[src/rtl/print_line_sequencer_pkg.sv]
// -----------------------------------------------------------------------------
// print_pkg
//   Shared definitions for the thermal-print line sequencer: sequencer state
//   encoding, default geometry of the line buffer and a small constant helper.
//   No ports.
// -----------------------------------------------------------------------------
package print_pkg;

  localparam int DOTS_PER_LINE_DEF = 384;
  localparam int ADDR_W_DEF        = 6;

  typedef enum logic [2:0] {
    ST_IDLE      = 3'd0,
    ST_LOAD      = 3'd1,
    ST_SHIFT     = 3'd2,
    ST_LATCH     = 3'd3,
    ST_STROBE    = 3'd4,
    ST_STEP      = 3'd5,
    ST_WAIT_STEP = 3'd6,
    ST_DONE      = 3'd7
  } state_e;

  // Larger of two integers, used to size shared counters.
  function automatic int max_int(input int a, input int b);
    return (a > b) ? a : b;
  endfunction

endpackage

[src/rtl/print_line_sequencer_head_shifter.sv]
// -----------------------------------------------------------------------------
// head_shifter
//   Serialises one byte to the print head, MSB first. Each bit is presented on
//   do_o with the shift clock low for CLK_DIV cycles, then with the shift clock
//   high for CLK_DIV cycles, so the head samples a stable bit on the rising
//   edge. Both outputs are plain registers and are 0 whenever no byte is active.
// Ports
//   clk_i        system clock
//   rst_i        asynchronous active-high reset
//   clear_i      synchronous cancel, drops any byte in progress
//   load_i       capture data_i and start shifting on the next cycle
//   data_i[7:0]  byte to serialise
//   do_o         serial dot data
//   sclk_o       head shift clock
//   byte_done_o  high in the last cycle of the byte (end of bit 7 high half)
// -----------------------------------------------------------------------------
module head_shifter
  import print_pkg::*;
#(
  parameter int CLK_DIV = 4
) (
  input  logic       clk_i,
  input  logic       rst_i,
  input  logic       clear_i,
  input  logic       load_i,
  input  logic [7:0] data_i,
  output logic       do_o,
  output logic       sclk_o,
  output logic       byte_done_o
);

  localparam int DIV_W = (CLK_DIV > 1) ? $clog2(CLK_DIV) : 1;

  logic [7:0]       shreg_q, shreg_d;
  logic [2:0]       bit_q, bit_d;
  logic [DIV_W-1:0] div_q, div_d;
  logic             phase_q, phase_d;
  logic             active_q, active_d;
  logic             half_end_s;

  assign half_end_s  = (div_q == DIV_W'(CLK_DIV - 1));
  assign byte_done_o = active_q & phase_q & half_end_s & (bit_q == 3'd7);
  assign do_o        = shreg_q[7];
  assign sclk_o      = phase_q;

  // Next-state logic: load, half-period timing and bit advance.
  always_comb begin
    shreg_d  = shreg_q;
    bit_d    = bit_q;
    div_d    = div_q;
    phase_d  = phase_q;
    active_d = active_q;
    if (clear_i) begin
      shreg_d  = 8'h00;
      bit_d    = 3'd0;
      div_d    = '0;
      phase_d  = 1'b0;
      active_d = 1'b0;
    end else if (load_i) begin
      shreg_d  = data_i;
      bit_d    = 3'd0;
      div_d    = '0;
      phase_d  = 1'b0;
      active_d = 1'b1;
    end else if (active_q) begin
      if (half_end_s) begin
        div_d = '0;
        if (!phase_q) begin
          phase_d = 1'b1;
        end else begin
          phase_d = 1'b0;
          // Shift on the falling edge; clear the register after bit 7 so DO idles low.
          if (bit_q == 3'd7) begin
            active_d = 1'b0;
            shreg_d  = 8'h00;
            bit_d    = 3'd0;
          end else begin
            bit_d   = bit_q + 3'd1;
            shreg_d = {shreg_q[6:0], 1'b0};
          end
        end
      end else begin
        div_d = div_q + DIV_W'(1);
      end
    end else begin
      active_d = 1'b0;
    end
  end

  // Shifter state registers.
  always_ff @(posedge clk_i or posedge rst_i) begin
    if (rst_i) begin
      shreg_q  <= 8'h00;
      bit_q    <= 3'd0;
      div_q    <= '0;
      phase_q  <= 1'b0;
      active_q <= 1'b0;
    end else begin
      shreg_q  <= shreg_d;
      bit_q    <= bit_d;
      div_q    <= div_d;
      phase_q  <= phase_d;
      active_q <= active_d;
    end
  end

endmodule

[src/rtl/print_line_sequencer.sv]
// -----------------------------------------------------------------------------
// print_line_sequencer
//   Prints one thermal line: fetches DOTS_PER_LINE/8 bytes from a synchronous
//   line buffer, shifts them to the head, pulses LAT, burns with STB, then
//   requests STEPS_PER_LINE paper-feed steps and pulses done.
//   Optional feature macro SKIP_BLANK_EN: when defined, a line whose bytes are
//   all zero skips the STB burn phase (LATCH goes straight to STEP).
// Ports
//   CLK        system clock            reset     async active-high reset
//   start      line ready (level)      abort     synchronous cancel
//   rd_addr    line-buffer address     rd_data   byte, 1 cycle after rd_addr
//   DO/CLKimpr head data / shift clock LAT/STB   latch / burn strobe
//   step_req   1-cycle step request    step_done 1-cycle step completion
//   busy       line in progress        done      1-cycle line-complete pulse
// -----------------------------------------------------------------------------
module print_line_sequencer
  import print_pkg::*;
#(
  parameter int DOTS_PER_LINE  = DOTS_PER_LINE_DEF,
  parameter int CLK_DIV        = 4,
  parameter int LAT_CYCLES     = 10,
  parameter int STB_CYCLES     = 50000,
  parameter int STEPS_PER_LINE = 2,
  parameter int ADDR_W         = ADDR_W_DEF
) (
  input  logic              CLK,
  input  logic              reset,
  input  logic              start,
  input  logic              abort,
  output logic [ADDR_W-1:0] rd_addr,
  input  logic [7:0]        rd_data,
  output logic              DO,
  output logic              CLKimpr,
  output logic              LAT,
  output logic              STB,
  output logic              step_req,
  input  logic              step_done,
  output logic              busy,
  output logic              done
);

  localparam int NBYTES = DOTS_PER_LINE / 8;
  localparam int CNT_W  = $clog2(max_int(LAT_CYCLES, STB_CYCLES) + 1);
  localparam int STEP_W = $clog2(STEPS_PER_LINE + 1);

  state_e            state_q, state_d;
  logic [CNT_W-1:0]  cnt_q, cnt_d;
  logic [STEP_W-1:0] step_q, step_d;
  logic [ADDR_W-1:0] addr_q, addr_d;
  logic              ph_q, ph_d;
  logic              busy_q, busy_d, done_q, done_d;
  logic              lat_q, lat_d, stb_q, stb_d, req_q, req_d;
  logic              abort_s, load_s, byte_done_s, skip_s;

  // Abort is only meaningful once a line is in flight.
  assign abort_s = abort && (state_q != ST_IDLE);
  // Second LOAD cycle: rd_data now reflects rd_addr issued in the first.
  assign load_s  = (state_q == ST_LOAD) && ph_q;

  head_shifter #(.CLK_DIV(CLK_DIV)) u_shifter (
    .clk_i       (CLK),
    .rst_i       (reset),
    .clear_i     (abort_s),
    .load_i      (load_s),
    .data_i      (rd_data),
    .do_o        (DO),
    .sclk_o      (CLKimpr),
    .byte_done_o (byte_done_s)
  );

`ifdef SKIP_BLANK_EN
  logic inked_q, inked_d;

  // Track whether any loaded byte of the current line has a dot set.
  always_comb begin
    inked_d = inked_q;
    if (state_q == ST_IDLE) begin
      inked_d = 1'b0;
    end else if (load_s) begin
      inked_d = inked_q | (|rd_data);
    end else begin
      inked_d = inked_q;
    end
  end

  // Blank-line tracker register.
  always_ff @(posedge CLK or posedge reset) begin
    if (reset) begin
      inked_q <= 1'b0;
    end else begin
      inked_q <= inked_d;
    end
  end

  assign skip_s = ~inked_q;
`else
  assign skip_s = 1'b0;
`endif

  // Sequencer next-state logic and next values of the registered outputs.
  always_comb begin
    state_d = state_q;
    cnt_d   = cnt_q;
    step_d  = step_q;
    addr_d  = addr_q;
    ph_d    = ph_q;
    if (abort_s) begin
      state_d = ST_IDLE;
      addr_d  = '0;
      ph_d    = 1'b0;
      cnt_d   = '0;
      step_d  = '0;
    end else begin
      case (state_q)
        ST_IDLE: begin
          if (start) begin
            state_d = ST_LOAD;
            addr_d  = '0;
            ph_d    = 1'b0;
          end else begin
            state_d = ST_IDLE;
          end
        end
        ST_LOAD: begin
          if (!ph_q) begin
            ph_d = 1'b1;
          end else begin
            ph_d    = 1'b0;
            state_d = ST_SHIFT;
          end
        end
        ST_SHIFT: begin
          if (!byte_done_s) begin
            state_d = ST_SHIFT;
          end else if (addr_q == ADDR_W'(NBYTES - 1)) begin
            state_d = ST_LATCH;
            cnt_d   = '0;
          end else begin
            addr_d  = addr_q + ADDR_W'(1);
            state_d = ST_LOAD;
          end
        end
        ST_LATCH: begin
          if (cnt_q == CNT_W'(LAT_CYCLES - 1)) begin
            cnt_d   = '0;
            step_d  = '0;
            state_d = skip_s ? ST_STEP : ST_STROBE;
          end else begin
            cnt_d = cnt_q + CNT_W'(1);
          end
        end
        ST_STROBE: begin
          if (cnt_q == CNT_W'(STB_CYCLES - 1)) begin
            cnt_d   = '0;
            step_d  = '0;
            state_d = ST_STEP;
          end else begin
            cnt_d = cnt_q + CNT_W'(1);
          end
        end
        ST_STEP: begin
          // step_done in this cycle is not accepted; only WAIT_STEP listens.
          step_d  = step_q + STEP_W'(1);
          state_d = ST_WAIT_STEP;
        end
        ST_WAIT_STEP: begin
          if (!step_done) begin
            state_d = ST_WAIT_STEP;
          end else if (step_q == STEP_W'(STEPS_PER_LINE)) begin
            state_d = ST_DONE;
          end else begin
            state_d = ST_STEP;
          end
        end
        ST_DONE: begin
          state_d = ST_IDLE;
          addr_d  = '0;
        end
        default: begin
          state_d = ST_IDLE;
          addr_d  = '0;
        end
      endcase
    end
    // Outputs are registered copies of the upcoming state so they align with it.
    busy_d = (state_d != ST_IDLE) && (state_d != ST_DONE);
    done_d = (state_d == ST_DONE);
    lat_d  = (state_d == ST_LATCH);
    stb_d  = (state_d == ST_STROBE);
    req_d  = (state_d == ST_STEP);
  end

  // Sequencer registers; async reset drops STB immediately for head safety.
  always_ff @(posedge CLK or posedge reset) begin
    if (reset) begin
      state_q <= ST_IDLE;
      cnt_q   <= '0;
      step_q  <= '0;
      addr_q  <= '0;
      ph_q    <= 1'b0;
      busy_q  <= 1'b0;
      done_q  <= 1'b0;
      lat_q   <= 1'b0;
      stb_q   <= 1'b0;
      req_q   <= 1'b0;
    end else begin
      state_q <= state_d;
      cnt_q   <= cnt_d;
      step_q  <= step_d;
      addr_q  <= addr_d;
      ph_q    <= ph_d;
      busy_q  <= busy_d;
      done_q  <= done_d;
      lat_q   <= lat_d;
      stb_q   <= stb_d;
      req_q   <= req_d;
    end
  end

  assign rd_addr  = addr_q;
  assign busy     = busy_q;
  assign done     = done_q;
  assign LAT      = lat_q;
  assign STB      = stb_q;
  assign step_req = req_q;

endmodule

[config.mk]
export PLATFORM = sky130hd
export DESIGN_NAME = print_line_sequencer
export DESIGN_NICKNAME = d
export VERILOG_FILES = /design/src/rtl/print_line_sequencer_pkg.sv /design/src/rtl/print_line_sequencer_head_shifter.sv /design/src/rtl/print_line_sequencer.sv
export SDC_FILE = /design/constraint.sdc
export NUM_CORES = 1
export LEC_CHECK = 0
export CORE_UTILIZATION = 40
export DETAILED_ROUTE_END_ITERATION = 8
export PLACE_DENSITY = 0.64
export SYNTH_ARGS = -nofsm -noshare
export SYNTH_HDL_FRONTEND = slang
export SYNTH_SLANG_ARGS = --single-unit
[constraint.sdc]
create_clock -name CLK -period 2.45 [get_ports CLK]
set_clock_uncertainty 0.1 [all_clocks]
set_input_delay 0.245 -clock CLK [delete_from_list [all_inputs] [get_ports CLK]]
set_output_delay 0.245 -clock CLK [all_outputs]
set_load 0.01 [all_outputs]
* After elaboration in Yosys (flattened, before gate mapping) *
Index checks and enable logic that the tools add are counted.

cells by class
  add/subtract/negate cells = 5
  multiply operators = 0
  reductions and logical operators = 19
  shift-type cells = 0
  muxes and demuxes = 56
  equality and inequality tests = 24
  $lt $le $gt $ge = 0
  bitwise gates (word level) = 3
  divide/modulo/power cells = 0

operators with widths
  cell                   number
  $mux 16                5
  $mux 8                 6
  $pmux 16 s3            1
  $mux 3                 10
  $eq 3x3->1 const B     8
  $mux 6                 4
  $pmux 3 s8             1
  $mux 2                 11
  $ne 3x3->1 const B     7
  $pmux 6 s3             1
  $reduce_bool 3->1      6
  $add 16x1->16 const B  1
  $eq 16x16->1 const B   1
  $eq 16x4->1 const B    1
  $mux 1                 15
  $reduce_bool 4->1      3
  $eq 3x2->1 const B     3
  $reduce_and 3->1       3
  $add 6x1->6 const B    1
  $eq 6x6->1 const B     1
  $pmux 2 s3             1
  $add 2x1->2 const B    2
  $eq 2x2->1 const B     2
  $reduce_and 2->1       2
  7 further kinds        11

storage, ports and cells
  flip-flop bits (word level) = 48
  bits in writable memories = 0
  memories = 0
  output and inout port bits = 13
  bits in latches = 0
  input port bits = 13
  bits in read-only memories = 0

* Longest topological paths before layout *
Gate-level depths: netlist of the first run.

  depth in word-level cells = 8
  mapped depth = 9
  mapped depth without buffers = 7

* By module *
From an unflattened synthesis of the first run, not the netlist that was laid out.

unflattened totals
  cell total of the unflattened synthesis = 305
  area total of the unflattened synthesis = 2876.5 um^2

modules (own cells, without submodules)
  module                area each (um^2)  times used  cells each
  print_line_sequencer  2099.5            1           231
  head_shifter          777.0             1           74

* Worst setup path after synthesis of the first run *
OpenSTA, ideal clock, no wires.

  path kind = flip-flop to flip-flop
  start = register cnt_q[0]
  end = register cnt_q[6]
  setup time = 138 ps
  path buffers = 2
  path slack = 429 ps
  required time = 2212 ps
  cell stages (with the launch flop) = 9
  clock period less this slack = 2021 ps
  arrival = 1783 ps
  path through = dfrtp_1 ha_1 nor4b_1 nand4_1 a31o_2 buf_2 buf_6 a31oi_1 a31oi_1

between the ends
  longest elaborated chain between the ends = 4
  elaborated cells between the ends (all ways) = 7

RTL lines
  what                                         line                                                      RTL
  start, declared                              print_line_sequencer.sv:47                                logic [CNT_W-1:0] cnt_q, cnt_d;
  start signal, assigned                       print_line_sequencer.sv:208                               cnt_q <= cnt_d;
  $add 16x1->16, or another cell as far along  print_line_sequencer.sv:149, print_line_sequencer.sv:158
  $mux 16, on equally long branches            print_line_sequencer.sv:153, print_line_sequencer.sv:144
  $pmux 16 s3 *                                print_line_sequencer.sv:114                               case (state_q)
  $mux 16 *                                    print_line_sequencer.sv:107                               if (abort_s) begin

Mark *: on every way between the ends. The rest lies on a longest branch, timed or not.
A chain may end at the register's enable or synchronous reset.

* Final worst setup path of the first run *
  start = register u_shifter.bit_q[0]
  end = register req_q, in the netlist step_req

between the ends
  longest elaborated chain between the ends = 6

RTL lines
  what                    line                                      RTL
  start, declared         print_line_sequencer_head_shifter.sv:35   logic [2:0] bit_q, bit_d;
  start signal, assigned  print_line_sequencer_head_shifter.sv:100  bit_q <= bit_d;
  $eq 3x3->1              print_line_sequencer_head_shifter.sv:42   assign byte_done_o = active_q & phase_q & half_end_s & (bit_q == 3'd7);
  $and 1x1->1             print_line_sequencer_head_shifter.sv:42
  $mux 2                  print_line_sequencer.sv:133               if (!byte_done_s) begin
  $pmux 3 s8              print_line_sequencer.sv:114
  $mux 3                  print_line_sequencer.sv:107
  $eq 3x3->1              print_line_sequencer.sv:190               req_d = (state_d == ST_STEP);
  net req_d               print_line_sequencer.sv:52                logic lat_q, lat_d, stb_q, stb_d, req_q, req_d;
  end signal, assigned    print_line_sequencer.sv:216               req_q <= req_d;
  end, declared           print_line_sequencer.sv:52

The timed path passes the listed nets, and every way through them passes these cells.

==> summary.md, run 1 <==
| Metric | Value |
|---|---|
| Max_cap viols | 0 |
| Overflow after GRT | 0 |
| F_max | 437 MHz |
| I/O Buffers | 25 |
| RSZ-0062 raised after global routing | no |
| Post-layout nets | 346 |
| Hold_buf cts | 0 |
| Clk pwr share | 26.0% |
| Placeable Area | 6910 um2 |
| Wirelength per Cell | 14.8 um |
| Initial Util | 42.1% |
| Max-slew violation count | 0 |
| Total power | 0.00230 W |
| Hold WS | 0.204 ns |
| DR vias | 2,378 |
| Clk_lat worst skew | 0.31 ns |
| Ys flop type | dfrtp_1 |
| Min cycle time layout | 2.29 ns |
| Reg area | 1200 um2 |
| Top Ports | 26 |
| Post-CTS Resized | 0 |
| Syn_area_per_cell | 9.77 um2 |
| Post-CTS Repair Setup Buffers | 0 |
| First-pass GRT wire length | 10.8 mm |
| Seq/Total Area, Yosys | 41.3% |
| Final worst-path cycle share | 93.3% |
| Net Sw Power | 0.000773 W |
| Setup CP Type | register to register |
| Worst-case clock buffer depth | 2 |
| Sink Count | 48 |
| FF+latch count, synth | 48 |
| Worst EP required | 2.56 ns |
| Finish-stage setup viols | 0 |
| # DRC | 0 |
| Worst reg2reg startpoint | u_shifter.bit_q[0] |
| Vias in the first global route | 2,276 |
| Pre-CTS setup slack | 0.161 ns |
| Number of synthesized flops with an enable pin | 0 |
| Cell taking the most area after synthesis | dfrtp_1 |
| Post-DRT Antenna Nets | 0 |
| Peak VDD IR | 0.000193 V |
| Num CTS Buffers | 5 |
| CP Launch Point | u_shifter.bit_q[0] |
| Multi-input logic area | 1480 um2 |
| Layout cells sized above 1 | 14.7% |
| Synth cell types | 64 |
| Mapped Area | 2910 um2 |
| YS warnings | 0 |
| Startpoint type of the worst setup path | register |
| R2r worst-path depth | 7 |
| DR pass1 iterations | 4 |
| H-tree depth | 2 |
| ANT cells | 0 |
| Gpl congestion | 0.789 |
| Final TNS setup | 0 ns |
| Async set-reset flop share out of synthesis | 100% |
| DIE HEIGHT | 87.3 um |
| Die ar. | 7620 um2 |
| Placement Rows | 30 |
| Worst Path Max Fanout | 4 |
| Synth top area share | 41.3% |
| Static Leak | 1.43 nW |
| Die width | 87.3 um |
| Fillers | 670 |
| Worst-margin pin slew | 0.587 ns |
| R2r setup slk | 0.16 ns |
| Worst setup margin | 0.163 ns |
| Antenna violations before repair | 0 |
| Clock root cell | clkbuf_8 |
| Post-synthesis cell count | 298 |
| Post-synth top cells | dfrtp_1 (48), nand2_1 (24), inv_1 (23), o21ai_0 (20), nor2_1 (16) |
| DR vias/cell | 5.62 |
| Sw Ratio | 33.6% |
| Total GRT Usage | 18.2% |
| Worst rel slew slack | 60.8% |
| Min-delay worst type | input pin to asynchronous set/reset pin |
| Logic pwr share | 31.0% |
| Largest net degree at the start of global routing | 29 |
| Final HPWL DP | 4.43 mm |
| Hold Violations, Final | 0 |
| CP Capture Type | register |
| P_int | 0.00153 W |
| Worst EP arrival | 2.40 ns |
| CTS tree | yes |
| Top post-synthesis cells by area | dfrtp_1 (41%), o21ai_0 (3.4%), a31oi_1 (3.2%) |
| Pwr dens | 686 nW/um2 |
| Clk pin slew, worst setup/hold paths | 0.10 ns |
| Status | finished, final reports clean |
| Most common cell in the synthesized netlist | dfrtp_1 |
| Register share of total power | 43.0% |
| Final Util | 48.6% |
| Area grow syn2layout | 15.2% |
| Syn_nets | 318 |
| Initial DRC Count | 167 |
| Aggregate routed wire length | 6.26 mm |
| Reg2Reg Capture Point | step_req |
==> logic make-up (layout without fill, tap and decap cells) <==
logic type	count (synthesis)	count (layout)	share of synthesized area, %
compound gates	80	80	20.3
xor+xnor	2	2	0.602
fa+ha+maj	7	7	3.01
buf+inv	40	69	7.78
flops	48	48	41.3
mux	6	6	2.11
simple gates	115	115	24.9
==> final cells by class <==
class	count	share of cell area (%)
inverter	23	2.57
clock buffer	5	2.05
tap	96	3.58
sequential	48	35.8
multi-input combinational	210	44.2
clock inverter	3	1.38
timing repair buffer	38	10.4
==> per-layer routing <==
metal	part of all wire, %	track usage (%)	up-vias
li1	-	-	1164
met3	3.7	3.70	10
met2	49	30.5	52
met1	46	23.1	1152
met5	0	0	-
met4	1.7	6.26	0
==> state kept, by name (all words and copies together), names as in the netlist <==
| name | flops |
|---|---|
| u_shifter.sclk_o | 1 |
| u_shifter.active_q | 1 |
| ph_q | 1 |
| cnt_q | 16 |
| busy | 1 |
| rd_addr | 6 |
| u_shifter.shreg_q | 8 |
| u_shifter.bit_q | 3 |
| step_q | 2 |
| LAT | 1 |
| state_q | 3 |
| STB | 1 |
| done | 1 |
| step_req | 1 |
| u_shifter.div_q | 2 |
==> worst max path at each step <==
stage / end / slack [ns] / cells after the start
2_1_floorplan: cnt_q[6] / 0.43 / 8
3_3_place_gp: step_req / 0.19 / 7
3_5_place_dp: step_req / 0.16 / 7
4_1_cts: step_req / 0.14 / 7
5_1_grt: step_req / 0.008 / 7
6_report: step_req / 0.16 / 7
==> per-stage QoR <==
step / cell area [um2] / cells
6_report: 3350 / 423
4_1_cts: 3350 / 423
2_1_floorplan: 2910 / 298
3_3_place_gp: 3240 / 415
5_1_grt: 3350 / 423
3_5_place_dp: 3240 / 415
==> critical path: stages (launching register included) <==
cell      delay, ns
dfrtp_1        0.37
ha_1           0.15
ha_1           0.22
nand4_1        0.22
o21bai_1       0.23
a221o_2        0.42
or2_1          0.25
nor3_1         0.23
==> power by group through the flow <==
| stage | clock network, W | logic (W) | registers [W] |
|---|---|---|---|
| 2_1_floorplan | 0 | 0.000572 | 0.000975 |
| 3_3_place_gp | 0 | 0.000702 | 0.000997 |
| 3_5_place_dp | 0 | 0.000711 | 0.00101 |
| 4_1_cts | 0.000616 | 0.000715 | 0.000989 |
| 5_1_grt | 0.000644 | 0.000798 | 0.00100 |
| 6_report | 0.000597 | 0.000713 | 0.000990 |
==> cell usage in the layout (no fill, tap or decap), types with 2 or more instances in the layout <==
cell type	synthesis	layout
nor3_1	7	7
and3_1	4	4
nor4b_1	2	2
nand2b_1	7	7
o31ai_1	4	4
dfrtp_1	48	48
o21ai_0	20	20
or3_1	3	3
buf_4	0	13
a21oi_1	7	7
nor2_1	16	16
o21a_1	2	2
a222oi_1	7	7
a31o_2	2	2
nand4_1	8	8
nor4_1	2	2
a31oi_1	15	15
or2_2	3	3
and2_1	4	4
mux2i_1	5	5
o22ai_1	4	4
nand2_1	24	24
nand3_1	15	15
a21boi_0	2	2
clkdlybuf4s50_1	0	25
o211ai_1	3	3
ha_1	7	7
nor4_4	2	2
inv_1	23	22
nor4b_4	3	3
clkbuf_8	1	5
Note: power is estimated with default switching activity, not from simulation.
==> run 2: changes to the inputs <==
==> constraint.sdc (replaced) <==
create_clock -name CLK -period 2.45 [get_ports CLK]
set_clock_uncertainty 0.1 [all_clocks]
set_input_delay 0.6125 -clock CLK [delete_from_list [all_inputs] [get_ports CLK]]
set_output_delay 0.6125 -clock CLK [all_outputs]
set_load 0.01 [all_outputs]
==> run 2 against run 1 <==
  * Setup slack better by 0.035 ns
  * Fmax rose by 1.6%
  * Power up 5.1%
  * Worst hold slack improved by 0.19 ns
  * First-iteration DRC count down 2.4%
  * Critical path depth is the same
  * Flip-flop and latch count did not move
  * Clock power increased by 17%
  * Cell count is 1.7% higher
  * Sequential power about the same
  * Via count decreased by 0.21%
  * Die area unchanged
==> summary.md, run 2 (synthesized netlist as in run 1, its figures left out) <==
| Metric | Value |
|---|---|
| Max-slew violation count | 0 |
| DR pass1 iterations | 4 |
| Largest net degree at the start of global routing | 49 |
| # DRC | 0 |
| Overflow after GRT | 0 |
| Worst-case clock buffer depth | 2 |
| DR vias/cell | 5.52 |
| Num CTS Buffers | 5 |
| Worst EP required | 2.58 ns |
| Fillers | 684 |
| Post-DP Area | 3300 um2 |
| Worst EP arrival | 2.38 ns |
| Hold_buf cts | 0 |
| Worst Path Max Fanout | 4 |
| Initial DRC Count | 163 |
| Peak VDD IR | 0.000266 V |
| CTS tree | yes |
| Total power | 0.00242 W |
| Die width | 87.3 um |
| RSZ-0062 raised after global routing | no |
| Final Cell Area | 3440 um2 |
| Worst-margin pin slew | 0.574 ns |
| Wirelength per Cell | 14.6 um |
| DIE HEIGHT | 87.3 um |
| Placeable Area | 6910 um2 |
| Final TNS setup | 0 ns |
| Die ar. | 7620 um2 |
| Gpl congestion | 0.829 |
| Post-CTS Resized | 0 |
| Aggregate routed wire length | 6.29 mm |
| Static Leak | 1.49 nW |
| Worst rel slew slack | 61.6% |
| Biggest register | cnt_q |
| Layout cells sized above 1 | 16.5% |
| First-pass GRT wire length | 11.0 mm |
| Finish-stage setup viols | 0 |
| Clk_lat worst skew | 0.30 ns |
| Final HPWL DP | 4.43 mm |
| Setup CP Type | register to register |
| Most frequent cells in the layout | dfrtp_1 (48), clkdlybuf4s50_1 (25), nand2_1 (24) |
| Final worst-path cycle share | 91.9% |
| Status | finished, final reports clean |
| Hold Violations, Final | 0 |
| F_max | 444 MHz |
| CP Capture Type | register |
| Clock root cell | clkbuf_8 |
| Max FFs per register | 16 |
| Pwr dens | 702 nW/um2 |
| Commonest non-fill, non-tap cell in the layout | dfrtp_1 |
| Min cycle time layout | 2.25 ns |
| H-tree depth | 2 |
| Placement Rows | 30 |
| Vias in the first global route | 2,401 |
| Initial Util | 42.1% |
| Clk pin slew, worst setup/hold paths | 0.09 ns |
| CP max stage delay | 0.43 ns |
| Most used cell, CP | ha_1 |
| DR vias | 2,373 |
| Worst setup margin | 0.199 ns |
| Post-layout nets | 353 |
| Post-DRT Antenna Nets | 0 |
| I/O Buffers | 25 |
| Startpoint type of the worst setup path | register |
| Pre-CTS setup slack | 0.0284 ns |
| Area grow syn2layout | 18.2% |
| Post-CTS Repair Setup Buffers | 0 |
| Total GRT Usage | 18.3% |
| Slowest CP cell | a221o_2 |
| Top Ports | 26 |
| ANT cells | 0 |
| Sink Count | 48 |
| Antenna violations before repair | 0 |
| Min-delay worst type | register to register |
| Hold WS | 0.390 ns |
| CP Cell Sequence | ha_1, ha_1, nand4_1, o21bai_1, a221o_2, or2_1, nor3_1 |
| Max_cap viols | 0 |
-- run 2: changes by cell type in the layout (fill, tap and decap cells not counted), sizes merged --
cell | previous run | this run
buf | 13 | 20
bufinv | 1 | 2
clkinvlp | 1 | 0
-- run 2: metal layers --
| metal | track usage, % | wire, um | vias up |
|---|---|---|---|
| met1 | 23.1 | 2910 | 1143 |
| li1 | - | - | 1176 |
| met3 | 3.03 | 206 | 9 |
| met2 | 32.0 | 3090 | 45 |
| met5 | 0 | 0 | - |
| met4 | 5.51 | 89 | 0 |
-- run 2: worst max-delay path, delay by kind of cell (launching register included) --
| family | cells | cell delay [ns] |
|---|---|---|
| AO/OA/AOI/OAI | 2 | 0.66 |
| adder cells (fa/ha/maj) | 2 | 0.38 |
| flip-flops | 1 | 0.36 |
| AND/OR/NAND/NOR | 3 | 0.67 |
-- run 2: final cells by class --
| class | count | area (um2) | area share [%] |
|---|---|---|---|
| Clock buffer | 5 | 68.8 | 2.00 |
| Sequential cell | 48 | 1200 | 34.9 |
| Multi-Input combinational cell | 210 | 1480 | 43.1 |
| Timing Repair Buffer | 45 | 413 | 12.0 |
| Tap cell | 96 | 120 | 3.49 |
| Inverter | 23 | 86.3 | 2.51 |
| Clock inverter | 3 | 68.8 | 2.00 |
-- run 2: metrics by stage --
step / std cells / utilization [%]
final: 430 / 49.8
after global placement: 422 / 47.8
after detailed placement: 422 / 47.8
after global routing: 430 / 49.8
after CTS: 430 / 49.8
after floorplan: 298 / -
-- run 2: final timing paths --
check	end	slack (ns)	startpoint	depth (start not counted)
min in group asynchronous	done	0.55	reset	3
min reg2reg	u_shifter.bit_q[1]	0.39	u_shifter.bit_q[1]	2
max in group asynchronous	cnt_q[5]	1.45	reset	3
max reg2reg	step_req	0.20	u_shifter.bit_q[0]	7
max	step_req	0.20	u_shifter.bit_q[0]	7
min	u_shifter.bit_q[1]	0.39	u_shifter.bit_q[1]	2
-- run 2: power by group --
part / leakage [nW] / internal [W] / switching [W]
Combinational: 0.760 / 0.000341 / 0.000392
Clock: 0.0687 / 0.000411 / 0.000285
Sequential: 0.661 / 0.000899 / 0.0000895
==> run 3: changes to the inputs <==
PLACE_DENSITY = not set   (was 0.64)
PLACE_DENSITY_LB_ADDON = 0.25   (was not set)
RECOVER_POWER = 50   (was not set)
==> run 3 against run 2 <==
  * Global-route usage down 0.65 points
  * Sequential power about the same
  * Worst hold slack better by 0.0096 ns
  * Cell count down 1.2%
  * Register-to-register slack worse by 0.03 ns
  * Core utilization down 1.3 points
  * First-iteration DRC count down 14%
  * Power down 5.6%
  * Non-clock buffer count down 5
  * Largest power group unchanged
==> summary.md, run 3 (synthesized netlist as in run 1, its figures left out) <==
| Metric | Value |
|---|---|
| Status | finished, final reports clean |
| Largest net degree at the start of global routing | 49 |
| Total GRT Usage | 17.7% |
| Initial DRC Count | 140 |
| H-tree depth | 2 |
| Min cycle time layout | 2.28 ns |
| Commonest non-fill, non-tap cell in the layout | dfrtp_1 |
| Area grow syn2layout | 15.1% |
| Num CTS Buffers | 5 |
| Peak VDD IR | 0.000247 V |
| Final TNS setup | 0 ns |
| Die width | 87.3 um |
| Final HPWL DP | 4.50 mm |
| R2r setup slk | 0.17 ns |
| Post-layout nets | 348 |
| Fillers | 667 |
| Worst Path Max Fanout | 12 |
| Wirelength per Cell | 14.8 um |
| F_max | 438 MHz |
| DIE HEIGHT | 87.3 um |
| Finish-stage setup viols | 0 |
| Startpoint type of the worst setup path | register |
| Initial Util | 42.1% |
| Clk pin slew, worst setup/hold paths | 0.10 ns |
| CP Capture Type | register |
| Clock root cell | clkbuf_8 |
| DR pass1 iterations | 4 |
| Most frequent cells in the layout | dfrtp_1 (48), nand2_1 (24), inv_1 (22), clkdlybuf4s50_1 (22), o21ai_0 (20) |
| Pwr dens | 681 nW/um2 |
| Hold_buf cts | 0 |
| Max_cap viols | 0 |
| Gpl congestion | 0.815 |
| Worst rel slew slack | 16.5% |
| Worst EP required | 2.57 ns |
| Layout cells sized above 1 | 14.3% |
| Clk_lat worst skew | 0.30 ns |
| I/O Buffers | 25 |
| Overflow after GRT | 0 |
| Placement Rows | 30 |
| Static Leak | 1.44 nW |
| # DRC | 0 |
| Min-delay worst type | register to register |
| Die ar. | 7620 um2 |
| Worst EP arrival | 2.41 ns |
| Post-DP Area | 3270 um2 |
| Final Cell Area | 3350 um2 |
| Worst setup margin | 0.166 ns |
| Top Ports | 26 |
| Max FFs per register | 16 |
| Multi-input logic area | 1470 um2 |
| ANT cells | 0 |
| Max-slew violation count | 0 |
| RSZ-0062 raised after global routing | no |
| Final worst-path cycle share | 93.2% |
| Hold Violations, Final | 0 |
| Worst-case clock buffer depth | 2 |
| DR vias | 2,371 |
| Placeable Area | 6910 um2 |
| Setup CP Type | register to register |
| Post-DRT Antenna Nets | 0 |
| Vias in the first global route | 2,275 |
| Aggregate routed wire length | 6.28 mm |
| Post-CTS Repair Setup Buffers | 0 |
| Worst-margin pin slew | 1.25 ns |
| Sink Count | 48 |
| DR vias/cell | 5.58 |
| First-pass GRT wire length | 10.6 mm |
| Reg area | 1200 um2 |
| Post-CTS Resized | 0 |
| Biggest register | cnt_q |
| Pre-CTS setup slack | 0.0364 ns |
| Antenna violations before repair | 0 |
| CTS tree | yes |
-- run 3: metrics by stage --
stage / std cells / util (%) / hold slack, ns / total power (W)
final: 425 / 48.5 / 0.400 / 0.00228
after global routing: 425 / 48.5 / 0.430 / 0.00243
after CTS: 425 / 48.9 / 0.406 / 0.00234
after detailed placement: 417 / 47.3 / 0.384 / 0.00173
after global placement: 417 / 47.3 / 0.369 / 0.00171
after floorplan: 298 / - / 0.354 / 0.00155
-- run 3: per-layer routing --
layer | track usage [%] | vias up | routed length, um | share of wire [%]
li1 | - | 1163 | - | -
met1 | 23.8 | 1159 | 2980 | 47
met3 | 3.13 | 2 | 190 | 3.0
met5 | 0 | - | 0 | 0
met2 | 29.1 | 47 | 3090 | 49
met4 | 4.77 | 0 | 24 | 0.38
-- run 3: power by group --
part	leakage, nW	switching, W	total [W]	internal, W
clock	0.0548	0.000286	0.000594	0.000308
sequential	0.661	0.000103	0.00100	0.000899
combinational	0.728	0.000368	0.000686	0.000318
total	1.44	0.000757	0.00228	0.00152
-- run 3: final timing paths --
| check | to | from | depth (start not counted) |
|---|---|---|---|
| worst max register to register | cnt_q[4] | state_q[2] | 5 |
| worst min-delay path | u_shifter.bit_q[1] | u_shifter.bit_q[1] | 2 |
| worst min register to register | u_shifter.bit_q[1] | u_shifter.bit_q[1] | 2 |
| worst max-delay path | cnt_q[4] | state_q[2] | 5 |
| min in group asynchronous | cnt_q[7] | reset | 3 |
| max in group asynchronous | done | reset | 3 |
-- run 3: critical path: stages (launching register included) --
cell and delay (ns):
dfrtp_1 0.49, nand3b_1 0.28, a41oi_2 0.35, a31o_2 0.32
or3b_2 0.48, a31oi_1 0.18
-- run 3: layout make-up --
| class | count | share of cell area, % |
|---|---|---|
| Clock inverter | 3 | 1.38 |
| Clock buffer | 5 | 2.05 |
| Tap cell | 96 | 3.58 |
| Multi-Input combinational cell | 210 | 43.9 |
| Sequential cell | 48 | 35.8 |
| Timing Repair Buffer | 40 | 10.6 |
| Inverter | 23 | 2.58 |
